## src/rtl/regfile_fifo_ctrl.sv

```systemverilog
// regfile_fifo_ctrl
// Flow-control stage in front of the one-hot read/write address ring counters
// of the register-file FIFO. Qualifies producer/consumer requests into
// WriteEn/ReadEn strobes and keeps shadow binary pointers, occupancy,
// registered status flags and a read-data-valid strobe.
// Optional feature macro: FIFO_ERR_FLAGS_EN adds sticky ovf_err/udf_err outputs.
module regfile_fifo_ctrl #(
  parameter int DEPTH    = 15,
  parameter int AF_LEVEL = 13,
  parameter int AE_LEVEL = 2
) (
  input  logic       clk,
  input  logic       rst_n,
  input  logic       wr_req,
  input  logic       rd_req,
  output logic       WriteEn,
  output logic       ReadEn,
  output logic       rd_valid,
  output logic [3:0] wr_ptr,
  output logic [3:0] rd_ptr,
  output logic [3:0] level,
  output logic       full,
  output logic       empty,
  output logic       almost_full,
  output logic       almost_empty
`ifdef FIFO_ERR_FLAGS_EN
  ,
  output logic       ovf_err,
  output logic       udf_err
`endif
);

  localparam logic [3:0] depthW   = 4'(DEPTH);
  localparam logic [3:0] lastIdx  = 4'(DEPTH - 1);
  localparam logic [3:0] afLevelW = 4'(AF_LEVEL);
  localparam logic [3:0] aeLevelW = 4'(AE_LEVEL);

  logic [3:0] levelNext;
  logic [3:0] wrPtrNext;
  logic [3:0] rdPtrNext;

  // Strobes are gated by the registered flags, so a request against a full or
  // empty FIFO is dropped even when the opposite side is accepted.
  assign WriteEn = wr_req & ~full;
  assign ReadEn  = rd_req & ~empty;

  // Next occupancy and next pointer values, wrapping at the ring length.
  always_comb begin
    levelNext = level;
    wrPtrNext = wr_ptr;
    rdPtrNext = rd_ptr;
    case ({WriteEn, ReadEn})
      2'b10:   levelNext = level + 4'd1;
      2'b01:   levelNext = level - 4'd1;
      default: levelNext = level;
    endcase
    if (WriteEn) begin
      wrPtrNext = (wr_ptr == lastIdx) ? 4'd0 : wr_ptr + 4'd1;
    end else begin
      wrPtrNext = wr_ptr;
    end
    if (ReadEn) begin
      rdPtrNext = (rd_ptr == lastIdx) ? 4'd0 : rd_ptr + 4'd1;
    end else begin
      rdPtrNext = rd_ptr;
    end
  end

  // Pointer, occupancy, flag and read-valid registers; flags come from the
  // next level so they are aligned with the level they describe.
  always_ff @(posedge clk or negedge rst_n) begin
    if (!rst_n) begin
      wr_ptr       <= 4'd0;
      rd_ptr       <= 4'd0;
      level        <= 4'd0;
      full         <= 1'b0;
      empty        <= 1'b1;
      almost_full  <= 1'b0;
      almost_empty <= 1'b1;
      rd_valid     <= 1'b0;
    end else begin
      wr_ptr       <= wrPtrNext;
      rd_ptr       <= rdPtrNext;
      level        <= levelNext;
      full         <= (levelNext == depthW);
      empty        <= (levelNext == 4'd0);
      almost_full  <= (levelNext >= afLevelW);
      almost_empty <= (levelNext <= aeLevelW);
      rd_valid     <= ReadEn;
    end
  end

`ifdef FIFO_ERR_FLAGS_EN
  // Sticky overflow/underflow flags, cleared only by reset.
  always_ff @(posedge clk or negedge rst_n) begin
    if (!rst_n) begin
      ovf_err <= 1'b0;
      udf_err <= 1'b0;
    end else begin
      ovf_err <= ovf_err | (wr_req & full);
      udf_err <= udf_err | (rd_req & empty);
    end
  end
`endif

endmodule

```

## config.mk

```make
export PLATFORM = sky130hd
export DESIGN_NAME = regfile_fifo_ctrl
export DESIGN_NICKNAME = d
export VERILOG_FILES = /design/src/rtl/regfile_fifo_ctrl.sv
export SDC_FILE = /design/constraint.sdc
export NUM_CORES = 1
export LEC_CHECK = 0
export ABC_AREA = 1
export CAP_MARGIN = 10
export CORE_MARGIN = 2
export CORE_UTILIZATION = 47
export CTS_CLUSTER_SIZE = 25
export DETAILED_ROUTE_END_ITERATION = 8
export GPL_TIMING_DRIVEN = 0
export PLACE_DENSITY = 0.77
export SLEW_MARGIN = 20
export SYNTH_ARGS = -nofsm -noshare
export SYNTH_HDL_FRONTEND = slang
export SYNTH_SLANG_ARGS = --single-unit
```

## constraint.sdc

```tcl
create_clock -name clk -period 2.2 [get_ports clk]
set_input_delay 0.44 -clock clk [delete_from_list [all_inputs] [get_ports clk]]
set_output_delay 0.44 -clock clk [all_outputs]
set_load 0.02 [all_outputs]
```

==> summary.md <==
| Metric | Value |
|---|---|
| Number of routed nets with antenna violations | `0` |
| Signed area change from the synthesized netlist to the final layout | `30.81%` |
| Largest buffer count on any clock path | `2` |
| Antenna violations before repair | `0` |
| Later-pin clock latency in the skew report | `290 ps` |
| Number of global-route vias before repair | `around 800` |
| Cells along the critical path | `clkdlybuf4s50_1, inv_2, nor2_8, nand3_2, nand2_1, inv_1, ha_1, a21oi_1, inv_1, nand2_1, nand3_2, nand2_4, nand3_2, nor2_1` |
| Y dimension of the die | `about 48 um` |
| Number of maximum-capacitance violations | `0` |
| Number of buffers created by CTS | `3` |
| CTS clk-pin slew, worst paths | `approximately 100 ps` |
| Largest delay share family, worst path | `simple AND/OR/NAND/NOR gates` |
| Utilization after layout | `63.68%` |
| Outcome | `finished, final reports clean` |
| Number of DRC markers after the initial detailed-route iteration | `3` |
| Peak supply drop | `0.001029 V` |
| DRC errors left | `0` |
| Synthesized area | `925.9 sq um` |
| Floorplan Core Area | `1902 sq um` |
| I/O pin cnt | `23` |
| HPWL after DPL | `1484 um` |
| Pin count of the biggest net entering global routing | `18` |
| TritonCTS clock tree | `done` |
| Sequential cell area | `427.9 sq um` |
| Worst path arrival time | `2230 ps` |
| Share of the cycle needed by the critical path after routing | `90.90%` |
| Port bufs | `22` |
| Unrepaired setup endpoints after global routing | `false` |
| Synth Area per Inst | `8.494 sq um` |
| Placed cell area | `between 1000 and 1500 sq um` |
| Library cell used as clock root buffer | `clkbuf_4` |
| Portion of synthesized cell area occupied by the leading cell type | `40.54%` |
| Reg2Reg Capture Point | `full$_DFF_PN0_` |
| Post-route minimum period | `2000 ps` |
| Vias after detailed routing | `798` |
| Critical path startpoint category | `primary input` |
| Sequential share of the synthesized area | `46.22%` |
| Proportion of layout cells with a drive suffix above 1 | `between 10% and 20%` |
| Power after layout | `0.001959 W` |
| Synth cell types | `25` |
| Layout Cell Area excl Fill | `1211 sq um` |
| Type of the worst min-delay path | `in -> async` |
| Yosys warning total | `0` |
| Starting utilization of the core area | `48.68%` |
| Wire length of the first global-routing pass | `3381 um` |
| Count of filler cells inserted in the layout | `approximately 170` |
| Library cell with the largest summed area after synthesis | `dfrtp_1` |
| Number of cell instances on the worst register-to-register path | `13` |
| Routed wirelength normalized by instance count | `11.06 um` |
| Clock tree sinks | `17` |
| CP endpoint kind | `register` |
| Number of slew-limit violations in the final report | `0` |
| Grt ovf | `0` |
| Total of flip-flops plus latches after synthesis | `17` |
| Number of standard cells after synthesis | `roughly 110` |
| Leakage power summed over all cells | `0.5941 nW` |
| Number of antenna repair diodes | `0` |
| Critical setup path kind | `in -> reg` |
| Setup Fix Bufs, Post-CTS | `0` |
| Crit path top cell by count | `nand3_2` |
| Horizontal die dimension | `48.39 um` |
| Worst Path Buf+Inv | `4` |
| Synth Net Count | `115` |
| Final layout net count | `142` |
| R2R Setup Slk | `390 ps` |
| Total area of multi-input combinational cells | `between 400 and 500 sq um` |
| Final worst clock skew | `6.404 ps` |
| Final Routed Wirelength | `between 1500 and 2000 um` |
| Ranking of synthesized cells by area | `dfrtp_1, inv_1, nand3_2` |
| PD cells | `1617 nW/um^2` |
| Area of the die | `2341 sq um` |
| Vias per cell | `4.926` |
| Number of H-tree branching levels | `1` |
| Total global-route track usage | `18.59%` |
| Final GP Congestion | `0.7693` |
| # setup viols final | `0` |
| Startpoint of the worst-slack reg-to-reg timing path | `empty$_DFF_PN1_` |
| Number of search-and-repair iterations in the first detailed-routing pass | `3` |
| Worst-path maximum fanout | `10` |
| Final worst setup slack | `200.2 ps` |
| Maximum clock frequency | `500.0 MHz` |
| Placement row count | `16` |
| Max-slew headroom | `52.33%` |
| Crit path largest cell delay | `480 ps` |
| Slew at the pin closest to its max-slew limit | `712.8 ps` |
| Critical Path Slowest Stage Cell | `clkdlybuf4s50_1` |
| Hold violation total from the final report | `0` |
| Setup slack at placement | `-266.0 ps` |
| Required time of the worst setup path | `2430 ps` |
==> worst max path at each step <==
| stage | endpoint | cells after the start | startpoint | slack, ps |
|---|---|---|---|---|
| finish | full$_DFF_PN0_ | 14 | rd_req | 200 |
| CTS | full$_DFF_PN0_ | 13 | rd_req | 30 |
| global route | full$_DFF_PN0_ | 14 | rd_req | 10 |
| global placement | full$_DFF_PN0_ | 13 | rd_req | -160 |
| floorplan | full$_DFF_PN0_ | 12 | empty$_DFF_PN1_ | 390 |
| detailed placement | full$_DFF_PN0_ | 13 | rd_req | -270 |
==> worst reg2reg max path, stage by stage (launching register included) <==
cell and delay [ps]:
dfstp_2 600, nor2_8 80, nand2_4 70, nand2_2 50, nand2_1 80, inv_1 50, ha_1 170, a21oi_1 150
inv_1 50, nand2_1 80, nand3_2 80, nand2_4 80, nand3_2 90, nor2_1 100
==> what timing repair did <==
| action | in CTS | in global routing |
|---|---|---|
| hold buffers | 0 | 0 |
| gates resized for setup | 2 | 3 |
| endpoints found under the setup margin | 2 | 2 |
==> power breakdown <==
| part | internal [W] | leakage (nW) | switching, W | total (W) |
|---|---|---|---|---|
| combinational | 0.000502 | 0.376 | 0.000682 | 0.00118 |
| sequential | 0.000464 | 0.201 | 0.000151 | 0.000615 |
| clock | 0.0000675 | 0.0177 | 0.0000925 | 0.000160 |
| total | 0.00103 | 0.594 | 0.000925 | 0.00196 |
==> cell type report <==
class                      instances  share of cell area [%]
tap                               27                   2.789
clock inverter                     1                  0.4132
inverter                          22                   6.818
clock buffer                       3                   1.860
sequential                        17                   35.33
timing repair buffer              22                   17.98
multi-input combinational         70                   34.81
==> synth_stat cells, drive strengths merged <==
| master | instances |
|---|---|
| nand3 | 13 |
| nor2 | 15 |
| clkinv | 1 |
| a21oi | 4 |
| o2111ai | 1 |
| o21ai | 4 |
| dfrtp | 15 |
| xnor2 | 1 |
| ha | 2 |
| inv | 21 |
| dfstp | 2 |
| xor2 | 1 |
| o22a | 1 |
| a31oi | 1 |
| nor3 | 2 |
| o22ai | 1 |
| o21a | 1 |
| nand2 | 22 |
| or2 | 1 |
==> logic make-up after synthesis <==
family                     share of synthesized area (%)
buffers and inverters                              8.918
xor gates and xnor gates                           1.892
and+or+nand+nor                                    31.49
DFF                                                46.22
AOI/OAI and AO/OA                                  8.785
adders and majority gates                          2.702
==> state kept, by name, summed over array words and instances, names as in the netlist <==
name and flops:
almost_full 1, wr_ptr 4, rd_ptr 4, almost_empty 1, empty 1, rd_valid 1
full 1, level 4
==> through the flow <==
stage / hold WS (ps) / setup TNS [ps] / std cells
finish: 567.2 / 0 / 162
global placement: 520.0 / -415.6 / 158
floorplan: 144.4 / 0 / 109
global route: 571.2 / 0 / 162
CTS: 564.4 / 0 / 162
detailed placement: 545.7 / -686.7 / 158
==> placed cells by master (no fill, tap or decap), types with 3 or more instances in the layout <==
| cell type | instances |
|---|---|
| clkdlybuf4s50_1 | 20 |
| inv_1 | 18 |
| nand2_1 | 16 |
| dfrtp_1 | 15 |
| nor2_1 | 13 |
| nand3_1 | 7 |
| nand3_2 | 6 |
| nand2_2 | 4 |
| a21oi_1 | 4 |
| inv_2 | 3 |
| clkbuf_4 | 3 |
==> metal layers <==
| layer | GRT usage (%) | vias to the layer above | wire length (um) |
|---|---|---|---|
| met5 | 0 | - | 0 |
| met3 | 6.173 | 2 | 89 |
| li1 | - | 400 | - |
| met1 | 21.10 | 382 | 745 |
| met4 | 4.286 | 0 | 12 |
| met2 | 33.80 | 14 | 943 |
Power figures use the tool's default switching activity.
==> RTL change, RTL diff (same settings) <==
The option `FIFO_ERR_FLAGS_EN` is turned on by a define.
--- a/src/rtl/regfile_fifo_ctrl.sv
+++ b/src/rtl/regfile_fifo_ctrl.sv
@@ -4,6 +4,8 @@
 // WriteEn/ReadEn strobes and keeps shadow binary pointers, occupancy,
 // registered status flags and a read-data-valid strobe.
 // Optional feature macro: FIFO_ERR_FLAGS_EN adds sticky ovf_err/udf_err outputs.
+`define FIFO_ERR_FLAGS_EN
+
 module regfile_fifo_ctrl #(
   parameter int DEPTH    = 15,
   parameter int AF_LEVEL = 13,
Function (old outputs only; new: ovf_err and udf_err): kept (equiv_simple and equiv_induct, registers matched by name and starting in step).
==> RTL change against the unedited design <==
Count of clock-buffer cells in the layout grew 1; clock skew fell by 2.4 ps; worst hold slack worse by 100 ps; die area grew 5.8%; setup slack got worse by 15 ps; total power up 10%; synthesized area is 6.4% higher; routed wire length is 7.0% higher; design area increased by 6.2%; sequential power rose by 12%; sequential cell count up 2.
==> RTL change: results (changes against the unedited design) <==
| Metric | Value |
|---|---|
| Hold path startpoint | udf_err$_DFF_PN0_ |
| Routability congestion estimate from global placement | 0.805 (+4.6%) |
| Maximum fanout count along the critical path | 8 (-2) |
| Length of the first detailed-routing pass in iterations | 4 (+1) |
| Share of synthesized area occupied by flip-flops and latches | 48.5% (+2.3 points) |
| Worst rel slew slack | 44.7% (-7.6 points) |
| Cell with the biggest individual delay on the critical path | clkdlybuf4s50_1 |
| Register-to-register path setup slack | 350 ps (-40 ps) |
| Cell types with the largest area share after synthesis | dfrtp_1 (43%), inv_1 (6.1%), nand2_1 (5.7%), dfstp_2 (5.3%), nor2_1 (5.3%) |
| First-pass GRT wire length | 3240 um (-4.3%) |
| Arrival time reported for the critical path endpoint | 2200 ps (-30 ps) |
| Port Buf Inserts | 24 (+9.1%) |
| Type of the most critical hold path | reg2reg |
| Xor-xnor portion of the synthesized cell area | 1.78% (-0.11 points) |
| Net count of the mapped netlist | 118 (+2.6%) |
| Worst setup margin | 185 ps (-15.5 ps) |
| Vias in the first global route | 782 (+0.13%) |
| Standby leakage power | 0.617 nW (+3.8%) |
| Dpl hpwl | 1520 um (+2.5%) |
| Synth Area in Compound Gates | 11.2% (+2.4 points) |
| Total area of sequential cells | 478 sq um (+12%) |
| DR iter-0 viols | 8 (+5) |
| VDD IR max | 0.862 mV (-16%) |
| Adder-cell share of the synthesized area | 2.54% (-0.16 points) |
| Run status | finished, final reports clean |
| Worst R2R Path Depth | 14 (+1) |
| Final setup skew | 4.04 ps (-2.36 ps) |
| Most numerous cell types in the synthesized netlist | dfrtp_1 (17), inv_1 (16), nand2_1 (15) |
| Final routed wirelength across all metal layers | 1920 um (+7.0%) |
| NumNets Final | 147 (+3.5%) |
| Number of fill cells | 177 (+3.5%) |
| Delay of the slowest critical-path stage | 500 ps (+20 ps) |
| Post-synth cell types | 26 (+4.0%) |
| Layout cell share with drive strength beyond 1 | 20.0% (+0.74 points) |
| Number of vias after detailed routing | 813 (+1.9%) |
| Total routing usage reported by global routing | 17.1% (-1.5 points) |
| Maximum number of pins on one net before global-route repair | 20 (+2) |
| Pre-CTS setup slack | -181 ps (+85.3 ps) |
[RTL change: cell types whose count changed in the layout (fill, tap and decap cells not counted), moves of 2 or more]
| cell | unedited run | this run |
|---|---|---|
| clkdlybuf4s50_1 | 20 | 22 |
| inv_2 | 3 | 6 |
| dfrtp_1 | 15 | 17 |
| inv_1 | 18 | 16 |
[RTL change: metal layers]
| layer | GRT usage [%] | wire length, um |
|---|---|---|
| met5 | 0 | 0 |
| met4 | 6.94 | 15 |
| met3 | 3.03 | 77 |
| met2 | 30.2 | 986 |
| met1 | 20.4 | 838 |
[RTL change: cell type report]
class	instances	share of cell area (%)
Timing Repair Buffer	24	18.5
Clock buffer	4	2.04
Sequential cell	19	37.2
Multi-Input combinational cell	71	33.3
Inverter	22	6.42
Tap cell	27	2.63
[RTL change: cell families after synthesis]
family          count (synthesis)
compound gates                 16
xor+xnor                        2
fa+ha+maj                       2
buf+inv                        22
flops                          19
simple gates                   51
[RTL change: worst max-delay path: cells and delay by family]
family | cells | cell delay [ps]
buffers and inverters | 5 | 730
adders and majority gates | 1 | 180
and+or+nand+nor | 7 | 610
AOI/OAI and AO/OA | 2 | 230
[RTL change: through the flow]
step	cell area [sq um]	hold WS, ps	setup TNS [ps]	utilization (%)	instances
after floorplan	985	144	0	-	112
after global placement	1260	437	-588	64.2	163
after detailed placement	1260	446	-798	64.2	163
after CTS	1280	470	0	65.4	167
after global routing	1290	490	0	65.6	167
final	1290	468	0	65.6	167
[RTL change: report_power, final]
part / internal [mW] / leakage [nW] / total, mW / switching (mW)
registers: 0.521 / 0.219 / 0.686 / 0.164
logic: 0.561 / 0.383 / 1.30 / 0.738
clock network: 0.0704 / 0.0150 / 0.170 / 0.0996
total: 1.15 / 0.617 / 2.15 / 1.00
